===== config.mk =====
export PLATFORM = sky130hd
export DESIGN_NAME = mcs_multi_bridge_flat
export DESIGN_NICKNAME = d
export VERILOG_FILES = /design/src/rtl/mcs_multi_bridge_if.sv /design/src/rtl/mcs_multi_bridge.sv /design/src/flat_wrapper.sv
export SDC_FILE = /design/constraint.sdc
export NUM_CORES = 1
export LEC_CHECK = 0
export ABC_AREA = 1
export BUFFER_PORTS_ARGS = -buffer_cell sky130_fd_sc_hd__buf_2
export CAP_MARGIN = 20
export CELL_PAD_IN_SITES_DETAIL_PLACEMENT = 2
export CELL_PAD_IN_SITES_GLOBAL_PLACEMENT = 2
export CORE_UTILIZATION = 27
export CTS_CLUSTER_SIZE = 12
export DETAILED_ROUTE_END_ITERATION = 16
export HOLD_SLACK_MARGIN = 0.12
export MAX_ROUTING_LAYER = met4
export PLACE_DENSITY = 0.95
export SYNTH_ARGS = -nofsm -noshare
export SYNTH_HDL_FRONTEND = slang
export SYNTH_SLANG_ARGS = --single-unit

===== constraint.sdc =====
create_clock -name clk -period 4.8 [get_ports clk]
set_input_delay 0.72 -clock clk [delete_from_list [all_inputs] [get_ports clk]]
set_output_delay 0.72 -clock clk [all_outputs]
set_load 0.05 [all_outputs]

===== src/rtl/mcs_multi_bridge_if.sv =====
// Bus interfaces for the multi-region MCS bridge.
// mcs_io_if carries the MicroBlaze MCS IO bus: the cpu is the master, the bridge the slave.
// mcs_bus_if carries the region-side bus: the bridge is the master, the subsystems the slaves.

interface mcs_io_if;
    logic        io_addr_strobe;
    logic        io_read_strobe;
    logic        io_write_strobe;
    logic [3:0]  io_byte_enable;
    logic [31:0] io_address;
    logic [31:0] io_write_data;
    logic [31:0] io_read_data;
    logic        io_ready;

    modport master (
        output io_addr_strobe, io_read_strobe, io_write_strobe,
               io_byte_enable, io_address, io_write_data,
        input  io_read_data, io_ready
    );

    modport slave (
        input  io_addr_strobe, io_read_strobe, io_write_strobe,
               io_byte_enable, io_address, io_write_data,
        output io_read_data, io_ready
    );
endinterface

interface mcs_bus_if #(
    parameter int N_REGION = 4,
    parameter int ADDR_W   = 20
);
    logic [N_REGION-1:0]    b_cs;
    logic                   b_wr;
    logic                   b_rd;
    logic [ADDR_W-1:0]      b_addr;
    logic [31:0]            b_wr_data;
    logic [3:0]             b_be;
    logic [32*N_REGION-1:0] b_rd_data;
    logic [N_REGION-1:0]    b_ack;

    modport master (
        output b_cs, b_wr, b_rd, b_addr, b_wr_data, b_be,
        input  b_rd_data, b_ack
    );

    modport slave (
        input  b_cs, b_wr, b_rd, b_addr, b_wr_data, b_be,
        output b_rd_data, b_ack
    );
endinterface


===== src/rtl/mcs_multi_bridge.sv =====
// Multi-region bridge between the MicroBlaze MCS IO bus and up to four slave regions.
// Each access is decoded into a one-hot region select. The selected slave finishes the
// access with its ack bit, so slaves may take a variable number of cycles. An access
// that is never acknowledged is aborted by a watchdog. Decode errors and timeouts set a
// sticky error flag and record the failing byte address.

module mcs_multi_bridge #(
    parameter logic [31:0] BRG_BASE = 32'hc000_0000,
    parameter int          N_REGION = 4,
    parameter int          ADDR_W   = 20,
    parameter int          TIMEOUT  = 255
) (
    input  logic        clk,
    input  logic        reset,
    mcs_io_if.slave     io,
    mcs_bus_if.master   bus,
    input  logic        err_clr,
    output logic        err_flag,
    output logic [31:0] err_addr
);

    localparam int CNT_W = (TIMEOUT < 2) ? 1 : $clog2(TIMEOUT + 1);
    localparam logic [CNT_W-1:0] CNT_LAST = CNT_W'(TIMEOUT - 1);

    typedef enum logic [1:0] {
        IDLE,
        ISSUE,
        WAIT,
        RESP
    } state_t;

    state_t                r_state;
    logic [CNT_W-1:0]      r_cnt;
    logic                  r_isWrite;
    logic [31:0]           r_latAddr;

    logic [N_REGION-1:0]   r_cs;
    logic                  r_wr;
    logic                  r_rd;
    logic [ADDR_W-1:0]     r_addr;
    logic [31:0]           r_wrData;
    logic [3:0]            r_be;
    logic [31:0]           r_readData;
    logic                  r_ready;
    logic                  r_errFlag;
    logic [31:0]           r_errAddr;

    logic [1:0]            w_region;
    logic                  w_inWindow;
    logic                  w_badRegion;
    logic                  w_badDir;
    logic [N_REGION-1:0]   w_oneHot;
    logic                  w_ack;
    logic [31:0]           w_selData;

    assign w_region    = io.io_address[23:22];
    assign w_inWindow  = (io.io_address[31:24] == BRG_BASE[31:24]);
    assign w_badRegion = ({30'b0, w_region} >= 32'(N_REGION));
    assign w_badDir    = (io.io_read_strobe == io.io_write_strobe);
    assign w_ack       = |(bus.b_ack & r_cs);

    // Decode the incoming region index into a one-hot select for the bus.
    always_comb begin
        w_oneHot = '0;
        for (int r = 0; r < N_REGION; r++) begin
            if (w_region == 2'(r)) begin
                w_oneHot[r] = 1'b1;
            end
        end
    end

    // Pick the read-data slice of the region currently selected; other regions never contribute.
    always_comb begin
        w_selData = '0;
        for (int r = 0; r < N_REGION; r++) begin
            if (r_cs[r]) begin
                w_selData = w_selData | bus.b_rd_data[32*r +: 32];
            end
        end
    end

    // Access sequencer: accept, issue, wait for ack or watchdog, respond; all outputs registered.
    always_ff @(posedge clk) begin
        if (reset) begin
            r_state    <= IDLE;
            r_cnt      <= '0;
            r_isWrite  <= 1'b0;
            r_latAddr  <= '0;
            r_cs       <= '0;
            r_wr       <= 1'b0;
            r_rd       <= 1'b0;
            r_addr     <= '0;
            r_wrData   <= '0;
            r_be       <= '0;
            r_readData <= '0;
            r_ready    <= 1'b0;
            r_errFlag  <= 1'b0;
            r_errAddr  <= '0;
        end else begin
            r_wr       <= 1'b0;
            r_rd       <= 1'b0;
            r_ready    <= 1'b0;
            r_readData <= '0;
            if (err_clr) begin
                r_errFlag <= 1'b0;
            end

            case (r_state)
                IDLE: begin
                    if (io.io_addr_strobe && w_inWindow) begin
                        r_latAddr <= io.io_address;
                        r_isWrite <= io.io_write_strobe;
                        if (w_badRegion || w_badDir) begin
                            r_state   <= RESP;
                            r_ready   <= 1'b1;
                            r_errFlag <= 1'b1;
                            r_errAddr <= io.io_address;
                        end else begin
                            r_state  <= ISSUE;
                            r_cs     <= w_oneHot;
                            r_addr   <= io.io_address[ADDR_W+1:2];
                            r_wrData <= io.io_write_data;
                            r_be     <= io.io_byte_enable;
                            r_wr     <= io.io_write_strobe;
                            r_rd     <= io.io_read_strobe;
                        end
                    end
                end

                ISSUE, WAIT: begin
                    if (w_ack) begin
                        r_state    <= RESP;
                        r_ready    <= 1'b1;
                        r_readData <= r_isWrite ? 32'h0 : w_selData;
                        r_cs       <= '0;
                        r_addr     <= '0;
                        r_wrData   <= '0;
                        r_be       <= '0;
                    end else if (r_state == ISSUE) begin
                        r_state <= WAIT;
                        r_cnt   <= '0;
                    end else if (r_cnt == CNT_LAST) begin
                        r_state   <= RESP;
                        r_ready   <= 1'b1;
                        r_errFlag <= 1'b1;
                        r_errAddr <= r_latAddr;
                        r_cs      <= '0;
                        r_addr    <= '0;
                        r_wrData  <= '0;
                        r_be      <= '0;
                    end else begin
                        r_cnt <= r_cnt + 1'b1;
                    end
                end

                RESP: begin
                    r_state <= IDLE;
                end

                default: begin
                    r_state <= IDLE;
                end
            endcase
        end
    end

    assign io.io_read_data = r_readData;
    assign io.io_ready     = r_ready;
    assign bus.b_cs        = r_cs;
    assign bus.b_wr        = r_wr;
    assign bus.b_rd        = r_rd;
    assign bus.b_addr      = r_addr;
    assign bus.b_wr_data   = r_wrData;
    assign bus.b_be        = r_be;
    assign err_flag        = r_errFlag;
    assign err_addr        = r_errAddr;

endmodule

===== src/flat_wrapper.sv =====
// flat-port wrapper written by rule: the top's interface ports become plain ports
module mcs_multi_bridge_flat 
#(
    parameter logic [31:0] BRG_BASE = 32'hc000_0000,
    parameter int          N_REGION = 4,
    parameter int          ADDR_W   = 20,
    parameter int          TIMEOUT  = 255
)
  (clk, reset, err_clr, err_flag, err_addr, io_io_addr_strobe, io_io_read_strobe, io_io_write_strobe, io_io_byte_enable, io_io_address, io_io_write_data, io_io_read_data, io_io_ready, bus_b_cs, bus_b_wr, bus_b_rd, bus_b_addr, bus_b_wr_data, bus_b_be, bus_b_rd_data, bus_b_ack);
  mcs_io_if io_i ();
  mcs_bus_if #(.N_REGION(N_REGION), .ADDR_W(ADDR_W)) bus_i ();
  input  logic clk;
  input  logic reset;
  input  logic err_clr;
  output logic err_flag;
  output logic [31:0] err_addr;
  input wire logic [$bits(io_i.io_addr_strobe)-1:0] io_io_addr_strobe;
  input wire logic [$bits(io_i.io_read_strobe)-1:0] io_io_read_strobe;
  input wire logic [$bits(io_i.io_write_strobe)-1:0] io_io_write_strobe;
  input wire logic [$bits(io_i.io_byte_enable)-1:0] io_io_byte_enable;
  input wire logic [$bits(io_i.io_address)-1:0] io_io_address;
  input wire logic [$bits(io_i.io_write_data)-1:0] io_io_write_data;
  output wire logic [$bits(io_i.io_read_data)-1:0] io_io_read_data;
  output wire logic [$bits(io_i.io_ready)-1:0] io_io_ready;
  output wire logic [$bits(bus_i.b_cs)-1:0] bus_b_cs;
  output wire logic [$bits(bus_i.b_wr)-1:0] bus_b_wr;
  output wire logic [$bits(bus_i.b_rd)-1:0] bus_b_rd;
  output wire logic [$bits(bus_i.b_addr)-1:0] bus_b_addr;
  output wire logic [$bits(bus_i.b_wr_data)-1:0] bus_b_wr_data;
  output wire logic [$bits(bus_i.b_be)-1:0] bus_b_be;
  input wire logic [$bits(bus_i.b_rd_data)-1:0] bus_b_rd_data;
  input wire logic [$bits(bus_i.b_ack)-1:0] bus_b_ack;
  assign io_i.io_addr_strobe = io_io_addr_strobe;
  assign io_i.io_read_strobe = io_io_read_strobe;
  assign io_i.io_write_strobe = io_io_write_strobe;
  assign io_i.io_byte_enable = io_io_byte_enable;
  assign io_i.io_address = io_io_address;
  assign io_i.io_write_data = io_io_write_data;
  assign io_io_read_data = io_i.io_read_data;
  assign io_io_ready = io_i.io_ready;
  assign bus_b_cs = bus_i.b_cs;
  assign bus_b_wr = bus_i.b_wr;
  assign bus_b_rd = bus_i.b_rd;
  assign bus_b_addr = bus_i.b_addr;
  assign bus_b_wr_data = bus_i.b_wr_data;
  assign bus_b_be = bus_i.b_be;
  assign bus_i.b_rd_data = bus_b_rd_data;
  assign bus_i.b_ack = bus_b_ack;
  mcs_multi_bridge #(.BRG_BASE(BRG_BASE), .N_REGION(N_REGION), .ADDR_W(ADDR_W), .TIMEOUT(TIMEOUT)) u_core (.clk(clk), .reset(reset), .io(io_i), .bus(bus_i), .err_clr(err_clr), .err_flag(err_flag), .err_addr(err_addr));
endmodule

==> metrics.cfg, run 1 <==
[run_status]
status=complete, no violations

[drt]
dr.pass1.iters=4
drtIter0Drc=415
drcViolationCount=0
wl_per_cell_um=20.5
ant_nets=0
viasPerCell=4.88
vias=8795
routed_wl_um=36900

[cells_and_area]
nets=1612
area_delta_synth_final_pct=31.7
drive_above_1_share_pct=28.1
fin_util_pct=36.6
finalNonFillerCells=1804

[clock_tree]
cts.sinks=171
cts_tree=built
cts.path.max_buffers=2
root_buffer=clkbuf_16
cts_hold_buf=0
cts.repair.resized=0
cts_made_buffers=17
cts_setup_buffers=0
path_clk_slew_ps=80
clock_latency_ps=440
h-tree-depth=4

[placement]
placedCellCount=1757
gp_congestion=0.791
io_buffers=333
hpwlAfterDp_um=26400
dp_worst_setup_slack_ps=1690

[worst_hold_path]
hold_start=u_core.r_latAddr[25]
hold_path_class=register to register
min_to=u_core.r_latAddr[25]
min_path_cells=2

[yosys]
synthTopCellsByCount=308 x nand2_1, 223 x nor2_1, 171 x dfxtp_1, 92 x nand3_1, 78 x a21oi_1
async_reset_ff_share_pct=0
synth_area_leaders=dfxtp_1 44%, nand2_1 15%, nor2_1 11%, nand3_1 5.9%, a21oi_1 5.0%
ys_types=33
yosysSeqAreaShare_pct=43.8
synth_top_area_share_pct=43.8
avgSynthCellArea_um2=7.04
yosysWarnings=0
synth_flop_cell=dfxtp_1
synth_nets=1323
synth_area_um2=7810
yosysTopAreaCell=dfxtp_1
synthCells=1110
ys_ff_latch=171
yosysMostFrequentCell=nand2_1
synth-edff-count=0

[sta]
fin_ws_ps=1650
hold_viol_final=0
slew_viol_final=0
fin_crit_sh_pct=65.6
finalSetupViolCount=0
max_freq_ghz=0.318
min_period_ps=3150
holdWs_ps=458
fin_skew_ps=16.2
tns_ps=0
worst_pin_slew_ps=901
rsz0062_at_grt=false
max-slew-margin-rel_pct=39.8

[worst_setup_path]
cp-start-kind=register
rrSetupSlack_ps=1650
cp-startpoint=u_core.r_state[0]
reg2regPathDepth=9
worstPathRequired_ps=5140
endpoint_kind=register
reg2reg_from=u_core.r_state[0]
critPathMaxFanout=42
arrival_ps=3490
path_class=register to register
r2r-end=u_core.err_addr[9]

[global_route]
grt_pass1_wl_um=53700
grt_max_degree=47
antenna_found_initial=11
track_usage_pct=24.9
grt_pass1_vias=9686
grt-ovfl-total=0

[die]
ios=334
dieArea_um2=29600
rows=61
dieWidth_um=172
die_h_um=172
initial_core_util_pct=27.8
core_um2=28100

[power]
cellPowerDensity_nw_per_um2=782
peakVddDrop_v=0.000324
leakage_nw=4.99

[run]
maxCapViolations=0

where the power goes:
part | switching [mW] | internal, mW | leakage (nW) | total, mW
Clock | 0.674 | 0.840 | 0.298 | 1.51
Combinational | 3.49 | 1.05 | 3.30 | 4.54
Sequential | 0.210 | 1.78 | 1.39 | 1.99
critical path, cell delays in order, from the launching register on:
cell	delay, ps
dfxtp_1	400
inv_1	100
ha_2	770
clkinv_1	480
buf_4	420
nand2_1	170
a21boi_0	330
nand3_1	160
nand2_1	150
nor2_1	50
worst max-delay path by stage:
stage	to	slack (ps)	cells past startpoint
2_1_floorplan	u_core.bus.b_be[0]	2960	12
3_3_place_gp	u_core.r_latAddr[15]	1810	8
3_5_place_dp	u_core.r_latAddr[14]	1690	8
4_1_cts	u_core.r_cnt[6]	1690	8
5_1_grt	u_core.r_cnt[6]	1460	8
6_report	u_core.err_addr[9]	1650	9
per-stage QoR:
stage | instance area [um^2] | power (mW)
floorplan | 7810 | 5.42
global placement | 9620 | 6.31
detailed placement | 9620 | 6.54
CTS | 10200 | 8.14
global route | 10300 | 8.52
finish | 10300 | 8.05
state kept, by name, indices dropped and copies added, names as in the netlist:
signal                  cells
u_core.r_isWrite            1
u_core.bus.b_addr          20
u_core.r_state              2
u_core.bus.b_be             4
u_core.bus.b_wr_data       32
u_core.r_cnt                8
u_core.bus.b_wr             1
u_core.r_latAddr           32
u_core.io.io_read_data     32
u_core.bus.b_cs             4
u_core.err_addr            32
u_core.bus.b_rd             1
u_core.err_flag             1
u_core.io.io_ready          1
kinds of logic (layout without fill, tap and decap cells):
family,Yosys count,in the layout,share of synthesized area [%]
flops,171,171,43.8
buf+inv,132,433,8.13
other cells,0,15,0
mux,9,9,1.15
compound gates,142,142,11.5
simple gates,646,646,33.9
xor+xnor,3,3,0.336
fa+ha+maj,7,7,1.12
cell type report:
class                   instances  area (um^2)
clock buffers                  19          433
inverters                      56          211
multi-input cells             807         3760
fillers                      3449        17800
repair buffers                346         1770
clock inverters                12          185
well taps                     378          473
flip-flops and latches        171         3420
diodes                         15         37.5
cell usage in the layout (no fill, tap or decap), types with 2 or more instances in the layout:
cell type  netlist  final
dfxtp_1        171    171
clkinv_4         0      2
clkbuf_1        27      2
a21boi_0        18     18
inv_2            3      2
buf_4            4     12
a41oi_1         13     13
mux2i_1          9      9
nor2_4           5      5
nor2_1         223    223
inv_8            0      4
nand4_1          5      5
diode_2          0     15
buf_2           22    333
nand2_1        308    308
a22o_1          19     19
a21oi_1         78     78
bufinv_16        0      3
ha_1             7      6
xor2_1           2      2
nand3_1         92     92
nand2_4          2      2
inv_1           53     52
nand2_2          6      6
clkbuf_16        0     17
o21a_1           2      2
o21ai_0          8      8
nor3_1           2      2
routing by layer:
metal  part of all wire (%)  routed length, um  vias to the layer above  GRT usage (%)
met5                      0                  0                        -              -
met4                    3.0               1100                        0           10.4
met3                    6.5               2420                       50           6.48
met2                     54              19800                      276           46.9
met1                     37              13700                     4335           23.8
li1                       -                  -                     4134              -
No activity file was read; power rests on OpenSTA's default activity.
==> run 2, diff against run 1 <==
CORE_UTILIZATION = 25   (was 27)
PLACE_DENSITY = 0.92   (was 0.95)
clock period = 3.1 ns   (was 4.8 ns; I/O delays follow)
==> run 2 against run 1 <==
Core utilization fell by 2.8 points. Fmax rose by 25%. First-iteration DRC count fell by 35%. Combinational power rose by 55%. Worst setup slack got worse by 1100 ps. Critical endpoint is now u_core.bus.b_wr_data[17].
==> metrics.cfg, run 2 (synthesized netlist as in run 1, its figures left out) <==
[cells_and_area]
drive_above_1_share_pct=28.6
fin_util_pct=33.8
final_common_cell=buf_2
multi_input_area_um2=3760
postLayoutCellArea_um2=10400
nets=1617
fillers=3767
mostFrequentLayoutCells=333 x buf_2, 308 x nand2_1, 223 x nor2_1, 171 x dfxtp_1, 92 x nand3_1
register_area_um2=3420
area_delta_synth_final_pct=32.7

[die]
core_um2=30700
initial_core_util_pct=25.5
ios=334
rows=64
dieArea_um2=32000
dieWidth_um=179
die_h_um=179

[worst_hold_path]
hold_path_class=input pin to register

[sta]
slew_viol_final=0
finalSetupViolCount=0
min_period_ps=2520
rsz0062_at_grt=false
max-slew-margin-rel_pct=53.2
fin_skew_ps=15.7
max_freq_ghz=0.396
holdWs_ps=274
tns_ps=0
worst_pin_slew_ps=703
fin_crit_sh_pct=81.4
hold_viol_final=0

[run]
maxCapViolations=0

[worst_setup_path]
cpLargestDelayFamily=simple AND/OR/NAND/NOR gates
crit_buf_inv=2
slowest_stage=nor2_4
arrival_ps=2880
worstPathRequired_ps=3450
max_stage_delay_ps=440
path_cells=inv_1 > ha_1 > nand2_1 > nor2_1 > nand2_2 > nand2_2 > nor2_4 > nor2_4 > buf_12 > nand2_4 > nand2_1 > nand2_1 > nor2_1
endpoint_kind=register
path_class=register to register
critPathMaxFanout=29
cp-start-kind=register
crit_top_cell=nand2_1

[global_route]
grt_pass1_vias=9636
grt_max_degree=53
track_usage_pct=22.4
grt_pass1_wl_um=52700
grt-ovfl-total=0
antenna_found_initial=12

[clock_tree]
cts_made_buffers=17
clock_latency_ps=440
cts_hold_buf=0
cts.repair.resized=0
h-tree-depth=4
root_buffer=clkbuf_16
cts.sinks=171
cts_setup_buffers=0
cts.path.max_buffers=2
path_clk_slew_ps=80
cts_tree=built

[placement]
gp_congestion=0.787
hpwlAfterDp_um=25400
io_buffers=333
dpl_cell_area_um2=9710

[drt]
wl_per_cell_um=19.4
viasPerCell=4.78
vias=8718
drtIter0Drc=270
drcViolationCount=0
dr.pass1.iters=4
wl_met1_um=13400
dr.max_layer_used=met4
routed_wl_um=35500
wl_met3_um=2440
wl_met2_um=18600
ant_nets=0

[power]
peakVddDrop_v=0.000529
combPwrFrac_pct=56.5
swShare_pct=54.5
power_mw=12.5
p_sw_mw=6.80
leakage_nw=5.02
power_frac_clock_pct=18.8
cellInternalPower_mw=5.68
cellPowerDensity_nw_per_um2=1200
pwr-share-seq_pct=24.7

[run_status]
status=complete, no violations

-- run 2: cell count changes in the layout (fill, tap and decap cells not counted), moves of 2 or more --
cell | before | now
buf_12 | 0 | 2
buf_4 | 12 | 16
clkbuf_1 | 2 | 0
clkinv_8 | 1 | 3
diode_2 | 15 | 12
inv_6 | 1 | 4
-- run 2: worst register-to-register path, cell delays in order (launching register included) --
cell and delay [ps]:
dfxtp_1 340, inv_1 120, ha_1 170, nand2_1 60
nor2_1 150, nand2_2 80, nand2_2 100, nor2_4 60
nor2_4 440, buf_12 270, nand2_4 230, nand2_1 140
nand2_1 80, nor2_1 180
-- run 2: per-layer routing --
metal / global-route usage, % / up-vias
met5: - / -
met4: 9.60 / 0
met3: 5.68 / 48
met2: 41.3 / 287
met1: 22.1 / 4242
li1: - / 4141
-- run 2: cell type report --
cell class                      count  area share, %
Multi-Input combinational cell    807           36.2
Sequential cell                   171           33.0
Timing Repair Buffer              351           17.6
Tap cell                          396           4.78
Clock buffer                       17           4.10
Inverter                           56           2.04
Clock inverter                     15           1.92
Antenna cell                       12          0.290
-- run 2: power groups by stage --
stage	clock (mW)	sequential, mW	combinational (mW)
final	2.34	3.09	7.05
after detailed placement	0	3.12	7.05
after global routing	2.47	3.14	7.67
after global placement	0	3.09	6.73
after floorplan	0	4.89	3.49
after CTS	2.41	3.09	7.15
-- run 2: worst paths after layout --
path / from / end / slack [ps] / depth (start not counted)
worst min-delay path: bus_b_rd_data[109] / u_core.io.io_read_data[13] / 270 / 3
worst max-delay path: u_core.r_cnt[0] / u_core.bus.b_wr_data[17] / 580 / 13
worst min register to register: u_core.r_latAddr[27] / u_core.r_latAddr[27] / 470 / 2
worst max register to register: u_core.r_cnt[0] / u_core.bus.b_wr_data[17] / 580 / 13
-- run 2: through the flow --
step / std cells / setup slack (ps)
after detailed placement: 1781 / 594
after global placement: 1780 / 291
after floorplan: 1110 / 1260
after CTS: 1813 / 560
after global routing: 1824 / 370
final: 1825 / 576
